[config.mk]
export PLATFORM = sky130hd
export DESIGN_NAME = gpio_debounce_pio_flat
export DESIGN_NICKNAME = d
export VERILOG_FILES = /design/src/rtl/gpio_debounce_pio_if.sv /design/src/rtl/gpio_debounce_pio.sv /design/src/flat_wrapper.sv
export SDC_FILE = /design/constraint.sdc
export NUM_CORES = 1
export LEC_CHECK = 0
export CAP_MARGIN = 15
export CORE_MARGIN = 2
export CORE_UTILIZATION = 40
export CTS_BUF_LIST = sky130_fd_sc_hd__clkbuf_4 sky130_fd_sc_hd__clkbuf_8 sky130_fd_sc_hd__clkbuf_16
export DETAILED_ROUTE_END_ITERATION = 7
export GPL_TIMING_DRIVEN = 0
export RECOVER_POWER = 100
export SYNTH_ARGS = -nofsm -noshare
export SYNTH_HDL_FRONTEND = slang
export SYNTH_SLANG_ARGS = --single-unit
[constraint.sdc]
create_clock -name clk -period 1.4 [get_ports clk]
set_input_delay 0.21 -clock clk [delete_from_list [all_inputs] [get_ports clk]]
set_output_delay 0.21 -clock clk [all_outputs]
set_load 0.05 [all_outputs]
[src/rtl/gpio_debounce_pio_if.sv]
// ----------------------------------------------------------------------------
// gpio_debounce_pio_if
//   Avalon-MM slave bus bundle for the GPIO peripheral.
//
//   Signals:
//     avs_address   [2:0]  word address
//     avs_read             read strobe
//     avs_write            write strobe
//     avs_writedata [31:0] write data
//     avs_readdata  [31:0] read data, registered, fixed latency of one cycle
//
//   Modports:
//     master : fabric side, drives address/strobes/writedata
//     slave  : peripheral side, drives readdata
// ----------------------------------------------------------------------------
interface gpio_debounce_pio_if;
  logic [2:0]  avs_address;
  logic        avs_read;
  logic        avs_write;
  logic [31:0] avs_writedata;
  logic [31:0] avs_readdata;

  modport master (
    output avs_address, avs_read, avs_write, avs_writedata,
    input  avs_readdata
  );

  modport slave (
    input  avs_address, avs_read, avs_write, avs_writedata,
    output avs_readdata
  );
endinterface

[src/rtl/gpio_debounce_pio.sv]
// ----------------------------------------------------------------------------
// gpio_debounce_pio
//   GPIO peripheral for an Avalon-MM fabric. Inputs are synchronised,
//   debounced per channel and edge-detected into a sticky capture register
//   that can raise a level interrupt. Outputs come from a register with
//   atomic set/clear aliases.
//
//   Ports:
//     clk       system clock
//     reset     synchronous, active-high reset
//     avs       Avalon-MM slave bundle (gpio_debounce_pio_if.slave)
//     gpio_in   [N_IN-1:0]  asynchronous input pins
//     gpio_out  [N_OUT-1:0] registered output pins
//     irq       registered level interrupt
//
//   Register map (word address):
//     0 DATA_IN  RO   debounced input state
//     1 DATA_OUT RW   output register
//     2 SET_OUT  WO   DATA_OUT |= wdata
//     3 CLR_OUT  WO   DATA_OUT &= ~wdata
//     4 IRQ_MASK RW   per-channel interrupt enable
//     5 EDGE_CAP RW1C sticky edge flags (a new edge beats a same-cycle clear)
//     6 EDGE_POL RW   1 = capture rising, 0 = capture falling
//     7 reserved      reads 0, writes ignored
//
//   Build option:
//     GPIO_DEBOUNCE_EN defined   : per-channel counters require DEB_CYCLES
//                                  stable cycles before an input is accepted.
//     GPIO_DEBOUNCE_EN undefined : the synchronised input is accepted every
//                                  cycle; DEB_CYCLES and CNT_W are unused.
// ----------------------------------------------------------------------------
module gpio_debounce_pio #(
  parameter int              N_IN       = 14,
  parameter int              N_OUT      = 10,
  parameter int              DEB_CYCLES = 50000,
  parameter int              CNT_W      = 16,
  parameter logic [N_IN-1:0] IN_INIT    = '1,
  parameter logic [N_OUT-1:0] OUT_INIT  = '0
) (
  input  logic                 clk,
  input  logic                 reset,
  gpio_debounce_pio_if.slave   avs,
  input  logic [N_IN-1:0]      gpio_in,
  output logic [N_OUT-1:0]     gpio_out,
  output logic                 irq
);

  typedef enum logic [2:0] {
    A_DATA_IN  = 3'd0,
    A_DATA_OUT = 3'd1,
    A_SET_OUT  = 3'd2,
    A_CLR_OUT  = 3'd3,
    A_IRQ_MASK = 3'd4,
    A_EDGE_CAP = 3'd5,
    A_EDGE_POL = 3'd6,
    A_RSVD     = 3'd7
  } reg_addr_e;

  reg_addr_e        addr;
  logic [N_IN-1:0]  sync1, sync2;
  logic [N_IN-1:0]  stable, stable_d;
  logic [N_OUT-1:0] data_out;
  logic [N_IN-1:0]  irq_mask, edge_cap, edge_pol;
  logic [N_IN-1:0]  edge_hit, w1c;
  logic [31:0]      rd_mux;
  logic             unused_wdata;

  // Every 3-bit value is a named member, so the cast cannot go out of range.
  assign addr = reg_addr_e'(avs.avs_address);

  // Upper writedata bits are ignored when a channel count is below 32.
  assign unused_wdata = ^avs.avs_writedata;

  // Two-flop synchroniser; both stages start at the idle input level so
  // leaving reset never looks like a pin change.
  // NOTE: sequential state always uses <= so every flop samples pre-edge values.
  always_ff @(posedge clk) begin
    if (reset) begin
      sync1 <= IN_INIT;
      sync2 <= IN_INIT;
    end else begin
      sync1 <= gpio_in;
      sync2 <= sync1;
    end
  end

`ifdef GPIO_DEBOUNCE_EN
  logic [N_IN-1:0][CNT_W-1:0] cnt;

  // A channel flips only after sync has disagreed with stable for
  // DEB_CYCLES consecutive cycles; any agreement restarts the count.
  // NOTE: counters are ordinary flops, so they are reset like the rest; a
  // reset mid-count must discard partial progress.
  always_ff @(posedge clk) begin
    if (reset) begin
      cnt    <= '0;
      stable <= IN_INIT;
    end else begin
      for (int i = 0; i < N_IN; i++) begin
        if (sync2[i] == stable[i]) begin
          cnt[i] <= '0;
        end else if (cnt[i] == CNT_W'(DEB_CYCLES - 1)) begin
          stable[i] <= sync2[i];
          cnt[i]    <= '0;
        end else begin
          cnt[i] <= cnt[i] + CNT_W'(1);
        end
      end
    end
  end
`else
  localparam int unused_deb_cfg = DEB_CYCLES + CNT_W;

  always_ff @(posedge clk) begin
    if (reset) stable <= IN_INIT;
    else       stable <= sync2;
  end
`endif

  // Edge selection: rising where EDGE_POL is 1, falling where it is 0.
  assign edge_hit = (stable & ~stable_d & edge_pol) |
                    (~stable & stable_d & ~edge_pol);

  assign w1c = (avs.avs_write && addr == A_EDGE_CAP) ?
               avs.avs_writedata[N_IN-1:0] : '0;

  // NOTE: every always_comb output gets a default first, so no path can
  // leave it unassigned and infer a latch.
  always_comb begin
    rd_mux = '0;
    case (addr)
      A_DATA_IN:  rd_mux = 32'(stable);
      A_DATA_OUT: rd_mux = 32'(data_out);
      A_IRQ_MASK: rd_mux = 32'(irq_mask);
      A_EDGE_CAP: rd_mux = 32'(edge_cap);
      A_EDGE_POL: rd_mux = 32'(edge_pol);
      default:    rd_mux = '0;
    endcase
  end

  always_ff @(posedge clk) begin
    if (reset) begin
      stable_d         <= IN_INIT;
      data_out         <= OUT_INIT;
      irq_mask         <= '0;
      edge_cap         <= '0;
      edge_pol         <= '0;
      irq              <= 1'b0;
      avs.avs_readdata <= '0;
    end else begin
      stable_d <= stable;
      // The set term is ORed in last so a new edge wins over a same-cycle clear.
      edge_cap <= (edge_cap & ~w1c) | edge_hit;
      irq      <= |(edge_cap & irq_mask);
      // rd_mux is built from pre-edge state, so a read colliding with a
      // write to the same register returns the old contents.
      if (avs.avs_read) avs.avs_readdata <= rd_mux;
      if (avs.avs_write) begin
        case (addr)
          A_DATA_OUT: data_out <= avs.avs_writedata[N_OUT-1:0];
          A_SET_OUT:  data_out <= data_out | avs.avs_writedata[N_OUT-1:0];
          A_CLR_OUT:  data_out <= data_out & ~avs.avs_writedata[N_OUT-1:0];
          A_IRQ_MASK: irq_mask <= avs.avs_writedata[N_IN-1:0];
          A_EDGE_POL: edge_pol <= avs.avs_writedata[N_IN-1:0];
          default:    ;
        endcase
      end
    end
  end

  assign gpio_out = data_out;

endmodule

[src/flat_wrapper.sv]
// flat-port wrapper written by rule: the top's interface ports become plain ports
module gpio_debounce_pio_flat 
#(
  parameter int              N_IN       = 14,
  parameter int              N_OUT      = 10,
  parameter int              DEB_CYCLES = 50000,
  parameter int              CNT_W      = 16,
  parameter logic [N_IN-1:0] IN_INIT    = '1,
  parameter logic [N_OUT-1:0] OUT_INIT  = '0
)
  (clk, reset, gpio_in, gpio_out, irq, avs_avs_address, avs_avs_read, avs_avs_write, avs_avs_writedata, avs_avs_readdata);
  gpio_debounce_pio_if avs_i ();
  input  logic clk;
  input  logic reset;
  input  logic [N_IN-1:0] gpio_in;
  output logic [N_OUT-1:0] gpio_out;
  output logic irq;
  input wire logic [$bits(avs_i.avs_address)-1:0] avs_avs_address;
  input wire logic [$bits(avs_i.avs_read)-1:0] avs_avs_read;
  input wire logic [$bits(avs_i.avs_write)-1:0] avs_avs_write;
  input wire logic [$bits(avs_i.avs_writedata)-1:0] avs_avs_writedata;
  output wire logic [$bits(avs_i.avs_readdata)-1:0] avs_avs_readdata;
  assign avs_i.avs_address = avs_avs_address;
  assign avs_i.avs_read = avs_avs_read;
  assign avs_i.avs_write = avs_avs_write;
  assign avs_i.avs_writedata = avs_avs_writedata;
  assign avs_avs_readdata = avs_i.avs_readdata;
  gpio_debounce_pio #(.N_IN(N_IN), .N_OUT(N_OUT), .DEB_CYCLES(DEB_CYCLES), .CNT_W(CNT_W), .IN_INIT(IN_INIT), .OUT_INIT(OUT_INIT)) u_core (.clk(clk), .reset(reset), .avs(avs_i), .gpio_in(gpio_in), .gpio_out(gpio_out), .irq(irq));
endmodule
**Word level (Yosys, flattened, before mapping)**

Index checks and enable logic that the tools add are counted.

- Bitwise logic cells: 15
- Equality and inequality tests: 6
- Reductions and logical operators: 7
- Multiplexer cells: 3

Operators by type and width:

| kind | count |
|---|---|
| $and A14 B14 Y14 | 6 |
| $pmux W14 S5 | 1 |
| $not A14 Y14 | 4 |
| $pmux W10 S3 | 1 |
| $or A14 B14 Y14 | 2 |
| $mux W14 | 1 |
| $reduce_or A14 Y1 | 1 |
| $and A10 B10 Y10 | 1 |
| $not A10 Y10 | 1 |
| $or A10 B10 Y10 | 1 |
| $eq A3 B3 Y1 const B | 3 |
| $eq A3 B2 Y1 const B | 2 |
| $reduce_and A2 Y1 | 3 |
| $eq A3 B1 Y1 const B | 1 |
| $logic_not A3 Y1 | 1 |
| $reduce_bool A3 Y1 | 1 |
| $logic_and A1 B1 Y1 | 1 |

- Flip-flop bits (word level): 141
- Bits of input ports: 53
- Word-level logic and storage cells: 41
- Output and inout bits: 43

**Longest topological paths before layout**

- Depth after elaboration: 6
- Gate-level depth with buffers: 6
- Depth with buffers taken out: 3

**Worst setup path before layout**

Ideal clock, no wire load.

- Path type: register to register
- From: reg u_core.data_out[0] (netlist: u_core.gpio_out[0])
- To: reg u_core.avs.avs_readdata[0]
- Buffers on the path: 0
- Period minus slack after synthesis: 1.250 ns
- Data arrival time: 1.155 ns
- Data required time: 1.305 ns
- Setup time: 0.095 ns
- Path slack: 0.150 ns
- Stages on the path, launching flop included: 4
- Path through: dfxtp_1 -> mux2_2 -> a21boi_0 -> a221oi_1

- Longest elaborated chain between the ends: 1

RTL lines:

| element | line | source |
|---|---|---|
| from (decl) | gpio_debounce_pio.sv:62 | `logic [N_OUT-1:0] data_out;` |
| from (signal assigned) | gpio_debounce_pio.sv:160 | `A_DATA_OUT: data_out <= avs.avs_writedata[N_OUT-1:0];` |
| from (signal assigned) | gpio_debounce_pio.sv:161 | `A_SET_OUT: data_out <= data_out \| avs.avs_writedata[N_OUT-1:0];` |
| from (signal assigned) | gpio_debounce_pio.sv:162 | `A_CLR_OUT: data_out <= data_out & ~avs.avs_writedata[N_OUT-1:0];` |
| $pmux W14 S5 | gpio_debounce_pio.sv:131 | `case (addr)` |
| to (signal assigned) | gpio_debounce_pio.sv:157 | `if (avs.avs_read) avs.avs_readdata <= rd_mux;` |
| to (decl) | gpio_debounce_pio_if.sv:30 | `output avs_readdata` |

No other way between the ends.
A chain may end at the register's enable or synchronous reset.

**Worst setup path in the final report**

- From: reg u_core.data_out[2] (netlist: u_core.gpio_out[2])
- To: out gpio_out[2]

RTL lines:

| element | line | source |
|---|---|---|
| to (decl) | flat_wrapper.sv:16 | `output logic [N_OUT-1:0] gpio_out;` |

No word-level cell between the ends.

==> results by group <==
Worst hold path
  – HP Class: input pin to register
  – WHS Endpoint: u_core.stable[9]
  – Hold depth: 2
  – Hold Path Origin: reset

Critical path
  – Worst path buffer plus inverter count: 1
  – CP cell instances: clkdlybuf4s15_2
  – Worst Path Max Fanout: 3
  – Crit path launch type: register
  – Critical Path Max Stage Delay: 0.38 ns
  – Register-to-register setup slack: 0.19 ns
  – Crit Reg-Reg Endpoint: u_core.irq
  – Worst Path Arrival: 1.15 ns
  – CP Data Required Time: 1.19 ns
  – Crit Path Category: register to primary output
  – CP top delay family: buffers and inverters
  – Element type at the critical path end: primary output
  – R2R cell count: 3
  – CP max-delay cell: clkdlybuf4s15_2
  – Worst r2r src: u_core.edge_cap[10]

Place
  – Dpl hpwl: 9.173 mm
  – Dpl cells: 791
  – Port buffer count: 57
  – Placer Congestion: 0.8420

STA
  – Final hold violation count: 0
  – Final setup fails: 0
  – RSZ-0062 raised after global routing: false
  – Clk_skew: 0.005373 ns
  – Max-slew headroom: 51.30%
  – Tightest hold margin: 0.2314 ns
  – Final worst path period need: 1.359 ns
  – Worst slew pin tran: 0.7304 ns
  – Period utilization: 97.07%
  – Fin Setup TNS: 0 ns
  – Max-slew violations: 0
  – Fmax achieved: 735.8 MHz

Synthesis
  – Yosys top cell by area: dfxtp_1
  – Synth async-reset ratio: 0%
  – Post-Syn Area per Cell: 9.323 µm²
  – Ys Warns: 0
  – Top-area cell type share of the netlist area: 48.46%
  – Synthesized flop and latch total: 123
  – Cell variety after synth: 41
  – Post-Syn Instances: 545
  – Sequential fraction of the synthesis area: 48.46%
  – Post-synth top cells: dfxtp_1, nand2_1, or2_2
  – Synth Flop Type: dfxtp_1
  – EDFF count, synth: 0
  – Most common cell in the netlist: dfxtp_1
  – Synthesized area: 5081 µm²
  – Top cells by area, synth: dfxtp_1, or2_2, nand2_1

GRT
  – Global Route met3 Usage: 4.411%
  – Vias in the first global route: 3832
  – Gr usage total: 20.86%
  – Routing usage on met2: 34.22%
  – Initial antenna violation count: 0
  – Overflow after GRT: 0
  – Largest net degree at the start of global routing: 17
  – First-pass GRT wire length: 20.84 mm
  – Most used routing layer: met2
  – GR Util met1: 26.83%

Clock network
  – H-tree depth: 4
  – CTS sink count: 123
  – Clk slew on worst S/H paths: 0.06 ns
  – Num CTS Buffers: 17
  – CTS tree: built
  – CTS root buffer: clkbuf_16
  – Longest Clk Path Bufs: 2
  – Cts hold-fix bufs: 0
  – Clk Latency, worst-skew pair: 0.41 ns

Die
  – Rows: 41
  – Core ar.: 12520 µm²
  – Die W: 116.7 µm
  – Starting density of the core: 40.59%
  – Die H: 116.7 µm
  – # IOs: 96
  – DIE AREA: 13620 µm²

Power and ir drop
  – Internal: 7.048 mW
  – Cell area power density: 1387 nW/µm²
  – Reg power frac: 39.9%
  – Clk pwr share: 50.9%
  – VDD IR max: 0.9384 mV
  – Leak Pwr: 2.507 nW
  – Switching Share: 23.41%
  – Psw: 2.154 mW
  – Comb pwr share: 9.2%
  – Tot Pwr: 9.203 mW

Drt
  – Via count: 4141
  – # DRC: 0
  – Pre-Repair DR Iteration Count: 5
  – Via/cell ratio: 5.013
  – Remaining antenna violation count after routing: 0
  – Post-Route WL: 13.53 mm
  – DR WL/cell: 16.38 µm
  – Detailed Route Iter0 Violations: 285

Finish
  – Layout cell share with drive strength beyond 1: 27.06%
  – Final antenna diode count: 0
  – Layout net count: 694
  – Post-route insts no fill: 826
  – Synthesis-to-layout area growth: 30.53%
  – Finished Core Util: 52.99%

Job
  – Max-cap violations: 0

Status
  – Status: finished clean
[final cells by class]
class,count,area (µm²)
Inverter,16,60.06
Timing Repair Buffer,61,626.9
Clock buffer,21,467.9
Multi-Input combinational cell,374,2288
Buffer,48,344.1
Tap cell,172,215.2
Sequential cell,123,2462
Fill cell,1182,5884
Clock inverter,11,167.7
[cells in the final DEF, fill, tap and decap left out, drive strengths merged, types with 2 or more instances in the layout]
| cell type | netlist | layout |
|---|---|---|
| or2 | 56 | 56 |
| a221oi | 16 | 16 |
| o21ai | 25 | 25 |
| buf | 35 | 35 |
| a22oi | 13 | 13 |
| dfxtp | 123 | 123 |
| clkdlybuf4s18 | 0 | 2 |
| nor2b | 12 | 12 |
| a31oi | 15 | 15 |
| nor2 | 15 | 15 |
| clkinv | 0 | 2 |
| clkbuf | 14 | 39 |
| nand4b | 2 | 2 |
| conb | 1 | 18 |
| clkdlybuf4s15 | 0 | 22 |
| inv | 16 | 16 |
| mux2i | 4 | 4 |
| clkdlybuf4s50 | 0 | 16 |
| clkinvlp | 0 | 5 |
| nand3 | 10 | 10 |
| nand2b | 14 | 14 |
| nand3b | 15 | 15 |
| a21oi | 38 | 38 |
| a211o | 4 | 4 |
| dlygate4sd3 | 0 | 13 |
| a22o | 2 | 2 |
| dlymetal6s2s | 0 | 3 |
| nand2 | 70 | 70 |
| bufinv | 0 | 4 |
| a21boi | 18 | 18 |
| mux2 | 20 | 20 |
[stage by stage]
stage	worst slack [ns]	area [µm²]
after floorplan	0.1497	5145
after CTS	-0.008317	6656
after global routing	0.0009860	6633
final	0.04098	6633
after detailed placement	-0.6321	5931
after global placement	-0.5785	5931
[registers in the layout, summed over array words and instances (netlist names)]
signal                   cells
u_core.stable_d             14
u_core.irq                   1
u_core.edge_cap             14
u_core.sync2                14
u_core.gpio_out             10
u_core.avs.avs_readdata     14
u_core.edge_pol             14
u_core.stable               14
u_core.sync1                14
u_core.irq_mask             14
[power by group through the flow]
| stage | Combinational [mW] | Sequential, mW | Clock, mW |
|---|---|---|---|
| 5_1_grt | 0.904 | 3.68 | 4.90 |
| 4_1_cts | 0.855 | 3.67 | 4.73 |
| 6_report | 0.844 | 3.67 | 4.69 |
| 3_3_place_gp | 0.833 | 3.74 | 0 |
| 3_5_place_dp | 0.842 | 3.75 | 0 |
| 2_1_floorplan | 0.492 | 3.79 | 0 |
[how the worst max path moves through the flow]
| stage | startpoint | to | slack, ns | depth (start not counted) |
|---|---|---|---|---|
| 2_1_floorplan | u_core.gpio_out[0] | u_core.avs.avs_readdata[0] | 0.15 | 3 |
| 3_3_place_gp | avs_avs_address[0] | u_core.edge_cap[12] | -0.58 | 6 |
| 3_5_place_dp | avs_avs_address[1] | u_core.avs.avs_readdata[2] | -0.63 | 5 |
| 4_1_cts | avs_avs_address[1] | u_core.irq_mask[3] | -0.008 | 6 |
| 5_1_grt | u_core.gpio_out[6] | gpio_out[6] | 0.001 | 1 |
| 6_report | u_core.gpio_out[2] | gpio_out[2] | 0.04 | 1 |
[worst register-to-register path: stages, from the launching register on]
cell and delay (ns):
dfxtp_1 0.33, a22o_1 0.25, a221oi_1 0.33, a31oi_1 0.15
[cells by family (layout without fill, tap and decap cells)]
| family | after synthesis | after routing | synth area share (%) |
|---|---|---|---|
| AND/OR/NAND/NOR | 200 | 200 | 21.08 |
| AO/OA/AOI/OAI | 131 | 131 | 16.99 |
| flip-flops | 123 | 123 | 48.46 |
| buffers and inverters | 65 | 157 | 7.633 |
| multiplexers | 24 | 24 | 5.220 |
| other | 1 | 18 | 0.07380 |
| XOR/XNOR | 1 | 1 | 0.5418 |
[layer usage]
layer,vias up,part of all wire [%]
li1,2035,-
met1,1947,44
met2,134,48
met3,25,6.5
met4,0,2.0
met5,-,0
[timing repair]
action	in CTS	in global routing
pin swaps	2	0
gates resized for setup	84	9
setup endpoints to repair	77	59
setup buffers	4	0
No activity file was read; power rests on OpenSTA's default activity.
